==> src/rtl/alu_arbiter_pkg.sv <==
// Shared types for the two-requester ALU arbiter: op codes, buffer states and
// the branch-op predicate used to steer result vs. compare-flag capture.
package alu_arbiter_pkg;

  localparam int N_REQ = 2;

  typedef enum logic [3:0] {
    OP_ADD  = 4'd0,
    OP_SUB  = 4'd1,
    OP_SLL  = 4'd2,
    OP_SLT  = 4'd3,
    OP_SLTU = 4'd4,
    OP_XOR  = 4'd5,
    OP_SRL  = 4'd6,
    OP_SRA  = 4'd7,
    OP_OR   = 4'd8,
    OP_AND  = 4'd9,
    OP_BEQ  = 4'd10,
    OP_BNE  = 4'd11,
    OP_BLT  = 4'd12,
    OP_BGE  = 4'd13,
    OP_BLTU = 4'd14,
    OP_BGEU = 4'd15
  } alu_op_e;

  typedef enum logic {
    ST_EMPTY = 1'b0,
    ST_FULL  = 1'b1
  } buf_state_e;

  function automatic logic is_branch_op(input logic [3:0] op);
    return (op >= OP_BEQ);
  endfunction

endpackage

==> src/rtl/alu_arbiter_rr_pick.sv <==
// Two-way round-robin pick: ptr names the preferred requester when both are
// valid; a lone valid requester always wins.
module alu_rr_pick
  import alu_arbiter_pkg::*;
(
  input  logic [N_REQ-1:0] valid,
  input  logic             ptr,
  input  logic             enable,
  output logic [N_REQ-1:0] gnt
);

  always_comb begin
    gnt = '0;
    if (enable) begin
      if (valid == 2'b11) gnt[ptr] = 1'b1;
      else                gnt      = valid;
    end
  end

endmodule

==> src/rtl/alu_arbiter.sv <==
// Shares one external combinational ALU between two requesters, capturing each
// granted operation's result into a one-entry response buffer.
//
//   state    | meaning
//   ST_EMPTY | response buffer free, a grant may be issued
//   ST_FULL  | rsp_valid=1; a grant may refill only if rsp_ready drains it
module alu_arbiter
  import alu_arbiter_pkg::*;
#(
  parameter int DATA_W = 32,
  parameter int CNT_W  = 16
) (
  input  logic                         clk,
  input  logic                         rst_n,
  input  logic [N_REQ-1:0]             req_valid,
  input  logic [N_REQ-1:0][3:0]        req_op,
  input  logic [N_REQ-1:0][DATA_W-1:0] req_in1,
  input  logic [N_REQ-1:0][DATA_W-1:0] req_in2,
  output logic [N_REQ-1:0]             req_ready,
  output logic [3:0]                   alu_ctrl,
  output logic [DATA_W-1:0]            alu_in1,
  output logic [DATA_W-1:0]            alu_in2,
  input  logic [DATA_W-1:0]            alu_out,
  input  logic                         alu_zero,
  output logic                         rsp_valid,
  input  logic                         rsp_ready,
  output logic                         rsp_id,
  output logic [DATA_W-1:0]            rsp_out,
  output logic                         rsp_zero,
  output logic [CNT_W-1:0]             gnt_cnt0,
  output logic [CNT_W-1:0]             gnt_cnt1
);

  buf_state_e        state_q, state_d;
  logic              ptr_q, ptr_d;
  logic              rsp_id_q, rsp_id_d;
  logic [DATA_W-1:0] rsp_out_q, rsp_out_d;
  logic              rsp_zero_q, rsp_zero_d;
  logic [CNT_W-1:0]  cnt0_q, cnt0_d;
  logic [CNT_W-1:0]  cnt1_q, cnt1_d;

  logic              grant_en;
  logic [N_REQ-1:0]  gnt;
  logic              granted;
  logic              gnt_idx;

  // rst_n gates the enable so req_ready is 0 for the whole reset window
  assign grant_en = rst_n && ((state_q == ST_EMPTY) || rsp_ready);

  alu_rr_pick u_pick (
    .valid  (req_valid),
    .ptr    (ptr_q),
    .enable (grant_en),
    .gnt    (gnt)
  );

  assign granted = |gnt;
  assign gnt_idx = gnt[1];

  always_comb begin
    alu_ctrl = '0;
    alu_in1  = '0;
    alu_in2  = '0;
    if (granted) begin
      alu_ctrl = req_op[gnt_idx];
      alu_in1  = req_in1[gnt_idx];
      alu_in2  = req_in2[gnt_idx];
    end
  end

  always_comb begin
    state_d    = state_q;
    ptr_d      = ptr_q;
    rsp_id_d   = rsp_id_q;
    rsp_out_d  = rsp_out_q;
    rsp_zero_d = rsp_zero_q;
    cnt0_d     = cnt0_q;
    cnt1_d     = cnt1_q;
    if (granted) begin
      state_d  = ST_FULL;
      ptr_d    = ~gnt_idx;
      rsp_id_d = gnt_idx;
      if (is_branch_op(alu_ctrl)) begin
        rsp_out_d  = '0;
        rsp_zero_d = alu_zero;
      end else begin
        rsp_out_d  = alu_out;
        rsp_zero_d = 1'b0;
      end
      if (gnt[0] && (cnt0_q != '1)) cnt0_d = cnt0_q + 1'b1;
      if (gnt[1] && (cnt1_q != '1)) cnt1_d = cnt1_q + 1'b1;
    end else if ((state_q == ST_FULL) && rsp_ready) begin
      state_d = ST_EMPTY;
    end
  end

  always_ff @(posedge clk or negedge rst_n) begin
    if (!rst_n) begin
      state_q    <= ST_EMPTY;
      ptr_q      <= 1'b0;
      rsp_id_q   <= 1'b0;
      rsp_out_q  <= '0;
      rsp_zero_q <= 1'b0;
      cnt0_q     <= '0;
      cnt1_q     <= '0;
    end else begin
      state_q    <= state_d;
      ptr_q      <= ptr_d;
      rsp_id_q   <= rsp_id_d;
      rsp_out_q  <= rsp_out_d;
      rsp_zero_q <= rsp_zero_d;
      cnt0_q     <= cnt0_d;
      cnt1_q     <= cnt1_d;
    end
  end

  assign req_ready = gnt;
  assign rsp_valid = (state_q == ST_FULL);
  assign rsp_id    = rsp_id_q;
  assign rsp_out   = rsp_out_q;
  assign rsp_zero  = rsp_zero_q;
  assign gnt_cnt0  = cnt0_q;
  assign gnt_cnt1  = cnt1_q;

endmodule

==> config.mk <==
export PLATFORM = sky130hd
export DESIGN_NAME = alu_arbiter
export DESIGN_NICKNAME = d
export VERILOG_FILES = /design/src/rtl/alu_arbiter_pkg.sv /design/src/rtl/alu_arbiter_rr_pick.sv /design/src/rtl/alu_arbiter.sv
export SDC_FILE = /design/constraint.sdc
export NUM_CORES = 1
export LEC_CHECK = 0
export BUFFER_PORTS_ARGS = -buffer_cell sky130_fd_sc_hd__buf_4
export CORE_AREA = 3 3 120 122
export CTS_CLUSTER_DIAMETER = 200
export DETAILED_ROUTE_END_ITERATION = 8
export DIE_AREA = 0 0 123 125
export GPL_ROUTABILITY_DRIVEN = 0
export SYNTH_ARGS = -nofsm -noshare
export SYNTH_HDL_FRONTEND = slang
export SYNTH_HIERARCHICAL = 1
export SYNTH_SLANG_ARGS = --single-unit
==> constraint.sdc <==
create_clock -name clk -period 2.55 [get_ports clk]
set_input_delay 0.51 -clock clk [delete_from_list [all_inputs] [get_ports clk]]
set_output_delay 0.51 -clock clk [all_outputs]
set_load 0.005 [all_outputs]
Word level (Yosys, flattened, before mapping)
Cells that the tools add are included.
- equal/unequal tests: 3
- $add $sub $neg: 2
- bitwise logic cells: 2
- order comparisons: 4
- multiplexer cells: 17
- reductions and logical operators: 10
- operators with widths (kind ; number):
    32-bit 2-to-1 mux ; 7
    16-bit by 1-bit adder with 16-bit output (second input constant) ; 2
    16-bit inequality test (second input constant) ; 2
    4-bit 2-to-1 mux ; 3
    1-bit logical AND ; 5
    4-bit greater-or-equal comparator (second input constant) ; 1
    1-bit by 2-bit < comparator with 1-bit output (second input constant) ; 2
    1-bit 2-to-1 mux ; 4
    2-bit 2-to-1 mux ; 2
    2-bit AND reduction ; 2
    2-bit equality test (second input constant) ; 1
    1-bit inverter ; 2
    2-bit nonzero test ; 1
    2-bit OR reduction ; 1
    1-bit demux with 1-bit select ; 1
    1-bit greater-or-equal comparator (second input constant) ; 1
    1-bit logical OR ; 1
- bits of input ports: 174
- word-level logic and storage cells: 45
- bits in registers: 68
- output and inout port bits: 137

Logic depth before layout (Yosys ltp)
- depth in word-level cells: 11
- mapped depth: 10
- mapped depth without buffers: 8

Hierarchy
The synthesis kept the hierarchy.
- modules (own cells, without submodules) (module ; sequential area each (um^2) ; area each (um^2) ; instances ; cells an instance):
    alu_arbiter ; 1701.6 ; 3507.1 ; 1 ; 324
    alu_rr_pick ; 0.0 ; 21.3 ; 1 ; 5

Worst setup path after synthesis
Ideal clock, no wire load.
- kind: input -> output
- from: input port rsp_ready
- to: output port alu_in1[13]
- data required time: 2.040 ns
- path buffers: 3
- slack: 0.000 ns
- stages: 10
- arrival: 2.040 ns
- cells stage by stage: nand2b_1 > and2_1 > nand2_1 > a21oi_1 > buf_2 > inv_1 > nor2_1 > clkbuf_1 > buf_1 > a22o_1
- elaborated cells on any way between the ends: 7
- classes of those cells: mux (4); reduce/logical (3)
- RTL lines (item ; RTL line ; source):
    start: declaration ; alu_arbiter.sv:26 ; input logic rsp_ready,
    1-bit logical OR ; alu_arbiter.sv:48 ; assign grant_en = rst_n && ((state_q == ST_EMPTY) || rsp_ready);
    1-bit logical AND ; alu_arbiter.sv:48 ;
    named net grant_en ; alu_arbiter.sv:42 ; logic grant_en;
    2-bit 2-to-1 mux ; alu_arbiter_rr_pick.sv:14 ; if (enable) begin
    named net req_ready[0] ; alu_arbiter.sv:19 ; output logic [N_REQ-1:0] req_ready,
    2-bit OR reduction ; alu_arbiter.sv:57 ; assign granted = |gnt;
    32-bit 2-to-1 mux ; alu_arbiter.sv:64 ; if (granted) begin
    end: declaration ; alu_arbiter.sv:21 ; output logic [DATA_W-1:0] alu_in1,
The timed path passes the listed nets, and every way through them passes these cells. The select of a mux whose other input is x is not followed.

Final worst setup path
- from: register state_q, in the netlist rsp_valid
- to: output port alu_ctrl[3]
- cells in the longest elaborated chain, start to end: 7
- elaborated cells on any way between the ends: 8
- classes of those cells: mux (4); bitwise (1); reduce/logical (3)
- ends and longest elaborated chain (item ; RTL line ; source):
    start: declaration ; alu_arbiter.sv:34 ; buf_state_e state_q, state_d;
    start signal: assignment ; alu_arbiter.sv:107 ; state_q <= state_d;
    1-bit inverter (*) ; alu_arbiter.sv:48 ;
    1-bit logical OR (*) ; alu_arbiter.sv:48 ;
    1-bit logical AND (*) ; alu_arbiter.sv:48 ;
    named net grant_en ; alu_arbiter.sv:42 ;
    2-bit 2-to-1 mux (*) ; alu_arbiter_rr_pick.sv:14 ;
    4-bit 2-to-1 mux (not written as such) (2 in a row) ; alu_arbiter.sv:65 ; alu_ctrl = req_op[gnt_idx];
    4-bit 2-to-1 mux (*) ; alu_arbiter.sv:64 ;
    end: declaration ; alu_arbiter.sv:20 ; output logic [3:0] alu_ctrl,
Mark *: on every way through the listed nets, which the timed path passes. The rest lies on a longest branch. The select of a mux whose other input is x is not followed.

==> impl_summary.md <==
Run status
The flow ran to the end, and the final reports show no timing, DRC or antenna violations.

Logic synthesis
Of the synthesized area, sequential elements account for 0.4823. The number of distinct library cells after synthesis is 36. Counting flops and latches in the post-synthesis netlist gives 68.

Counting every net in the synthesized netlist gives 505. During synthesis, Yosys emitted a total of 6 warnings. The share of the synthesized area in the top cell type is 0.4823. The post-synthesis area per instance is 10.72 um^2. Sorting the synthesized cells by how often they occur yields sky130_fd_sc_hd__a22o_1, sky130_fd_sc_hd__dfrtp_1, sky130_fd_sc_hd__clkbuf_1, sky130_fd_sc_hd__nand2_1.

The dominant synthesized flop cell is sky130_fd_sc_hd__dfrtp_1. Of all flip-flops after synthesis, the portion carrying an async set or reset was 1.000. The number of cells produced by synthesis is 329.

Ranked by total cell area, the synthesized netlist is headed by sky130_fd_sc_hd__dfrtp_1, sky130_fd_sc_hd__a22o_1, sky130_fd_sc_hd__xor2_1. The number of enable flip-flop cells after synthesis is 0. The synthesized cell area is 0.003528 mm^2. In the post-synthesis netlist, the cell with the most instances is sky130_fd_sc_hd__a22o_1.

The library cell with the largest summed area after synthesis is sky130_fd_sc_hd__dfrtp_1.

Critical path
The number of buffers and inverters on the critical path is 4. On the worst path, the slowest cell contributes a delay of 380 ps. The nature of the critical path startpoint is a register. For this design, the slowest cell found on the critical path is sky130_fd_sc_hd__dfrtp_1. By startpoint and endpoint, the worst setup path is classified as register to output port.

The most numerous cell type found on the critical path is sky130_fd_sc_hd__buf_4. For the worst setup path, the data arrival time is 1950 ps. The required time of the critical path is 2040 ps. The worst setup path is captured at an output port. In this design, the largest share of critical-path delay is due to simple AND/OR/NAND/NOR gates. The signal on the critical path passes through nand2b_1 -> and2_4 -> nand2_1 -> a21oi_4 -> buf_4 -> buf_4 -> nand3b_1 -> buf_4 -> nand2_1 -> buf_4. The peak fanout along the critical path is 5.

Routing
For this run, the detailed router's first-pass iteration total came to 4. The average vias per placed instance is 4.904. The vias after detailed routing is 4051. In the routed design, unresolved DRC markers number 0.

The total detailed-routing wirelength is 15.42 mm. The detail route stage leaves a number of antenna-violating nets equal to 0. The violation count after the first detailed-route iteration is 214. The average wire per cell in the routed design is 18.67 um.

Timing
The worst pin sits at a relative slew slack of 0.4323. The actual slew at the worst max-slew pin is 851.6 ps. The worst clock skew is 6.017 ps. The shortest clock period the worst path allows after layout is 2459 ps. The final-report hold violation count came to 0. Setup violations remaining at the end of the flow were counted as 0. The worst setup slack after layout is 91.41 ps.

The fmax is 406.7 MHz. Across all hold checks on the routed design, the worst slack comes to 379.9 ps. The max-slew violation count is 0. The fraction of the cycle the final worst path needs is 0.9642.

Cells and area
The number of fill cells is 1231. The final layout net count is 818. The area growth from synthesis to layout is 85.35%. In the final layout, the share of cells above drive strength 1 is 0.5502.

Die
The area of the core region is 0.01330 mm^2. The site row count is 42. The die covers 0.01538 mm^2. The vertical extent of the die is 125 um.

The top-level I/O count is 311. The effective utilization at floorplan is 0.2654. The die is 123 um wide.

Pwr
The leakage power is 3.426 nW. The peak supply drop is 0.3568 mV. Power spread over the standard cell area amounts to 662.3 mW/mm^2.

Global routing
The pin count of the biggest net entering global routing is 69. The total grt overflow is 0. The first global-routing pass estimated 22.49 mm of wire. Across every metal layer, demand over resource in global routing totals 0.1896. The number of antenna violations at the first check in global routing is 2.

The via count of the first global-routing pass came to 4014.

Clocking
Clock-pin slew was measured on the worst setup and hold paths at 60 ps. The CTS tree is done. The count of hold buffers inserted by post-cts repair is 0.

The maximum level of the CTS H-tree is 3. The clock sink count is 68. The clock insertion delay at the later pin of the skew report is 330 ps. Counting the buffers created by CTS gives 9. The cell at the root of the clock tree is sky130_fd_sc_hd__clkbuf_16. In this run the deepest clock path goes through 2 buffers.

Worst hold path
The path type of the worst min-delay path is input port to async pin.

Flow run
Max-cap violations in this run came to 0.

Placement
Buffers placed on the I/O ports in this run total 310. The worst slack after detailed placement is -230.0 ps. The HPWL reported at the end of detailed placement is 12.27 mm.
## kinds of logic (layout without fill, tap and decap cells)
| group | after synthesis | in the layout | synth area share |
|---|---|---|---|
| AOI/OAI and AO/OA | 114 | 114 | 0.2727 |
| and+or+nand+nor | 88 | 88 | 0.1365 |
| DFF | 68 | 68 | 0.4823 |
| buffers and inverters | 30 | 348 | 0.03298 |
| xor gates and xnor gates | 25 | 25 | 0.06206 |
| adders and majority gates | 2 | 2 | 0.007091 |
| muxes | 2 | 2 | 0.006383 |
| other | 0 | 3 | 0 |
## power by group
group          leakage (nW)  internal (mW)  switching, mW
Combinational          2.40          0.879          0.537
Sequential            0.866           1.32          0.226
Clock                 0.158          0.910          0.462
## registers in the layout, summed over array words and instances, names as in the netlist
signal,count
ptr_q,1
gnt_cnt1,16
rsp_id,1
rsp_valid,1
gnt_cnt0,16
rsp_out,32
rsp_zero,1
## per-layer routing
layer,global-route usage,share of wire,vias to the layer above
li1,-,-,1896
met1,0.2382,0.39,1940
met2,0.3081,0.49,202
met3,0.05375,0.10,13
met4,0.07166,0.019,0
met5,0,0,-
## cell usage in the layout, fill, tap and decap left out, drive strengths merged, types with 6 or more instances in the layout
cell type,n
dfrtp,68
and4,7
nor2,16
a22o,98
xnor2,9
a21oi,7
clkbuf,11
nand2,19
nand3,12
xor2,16
and3,6
nand4,6
buf,328
nor3,7
## through the flow
step	instances	TNS [ps]	utilization	total power [mW]	instance area, um^2
floorplan	329	0	-	2.005	3528
global placement	801	-2905	0.4592	2.926	6105
detailed placement	801	-6766	0.4592	2.951	6105
CTS	821	-11.32	0.4901	4.371	6516
global route	825	-1.210	0.4917	4.547	6538
finish	826	0	0.4919	4.332	6540
## cell type report
cell class,instances,area [um^2],area share
Timing Repair Buffer,328,2507,0.3834
Multi-Input combinational cell,231,1752,0.2678
Sequential cell,68,1702,0.2602
Clock buffer,11,252.7,0.03865
Tap cell,176,220.2,0.03367
Clock inverter,5,83.83,0.01282
Inverter,4,15.01,0.002296
Antenna cell,3,7.507,0.001148
## timing repair
item | CTS | global route
buffers inserted | 3 | 3
resized for setup | 5 | 5
endpoints found under the setup margin | 39 | 65
hold endpoints to repair | 0 | 0
gates cloned | 1 | 0
pin swaps | 1 | 0
## final timing paths
kind | cells after the start | slack, ps | endpoint | from
min in group clk | 2 | 390 | rsp_out[15] | alu_out[15]
worst max-delay path | 10 | 90 | alu_ctrl[3] | rsp_valid
worst min-delay path | 2 | 380 | rsp_valid | rst_n
worst max register to register | 10 | 210 | rsp_out[6] | rsp_valid
max in group asynchronous | 2 | 1610 | gnt_cnt0[11] | rst_n
worst min register to register | 1 | 500 | rsp_id | rsp_id
Note: power is estimated with default switching activity, not from simulation.
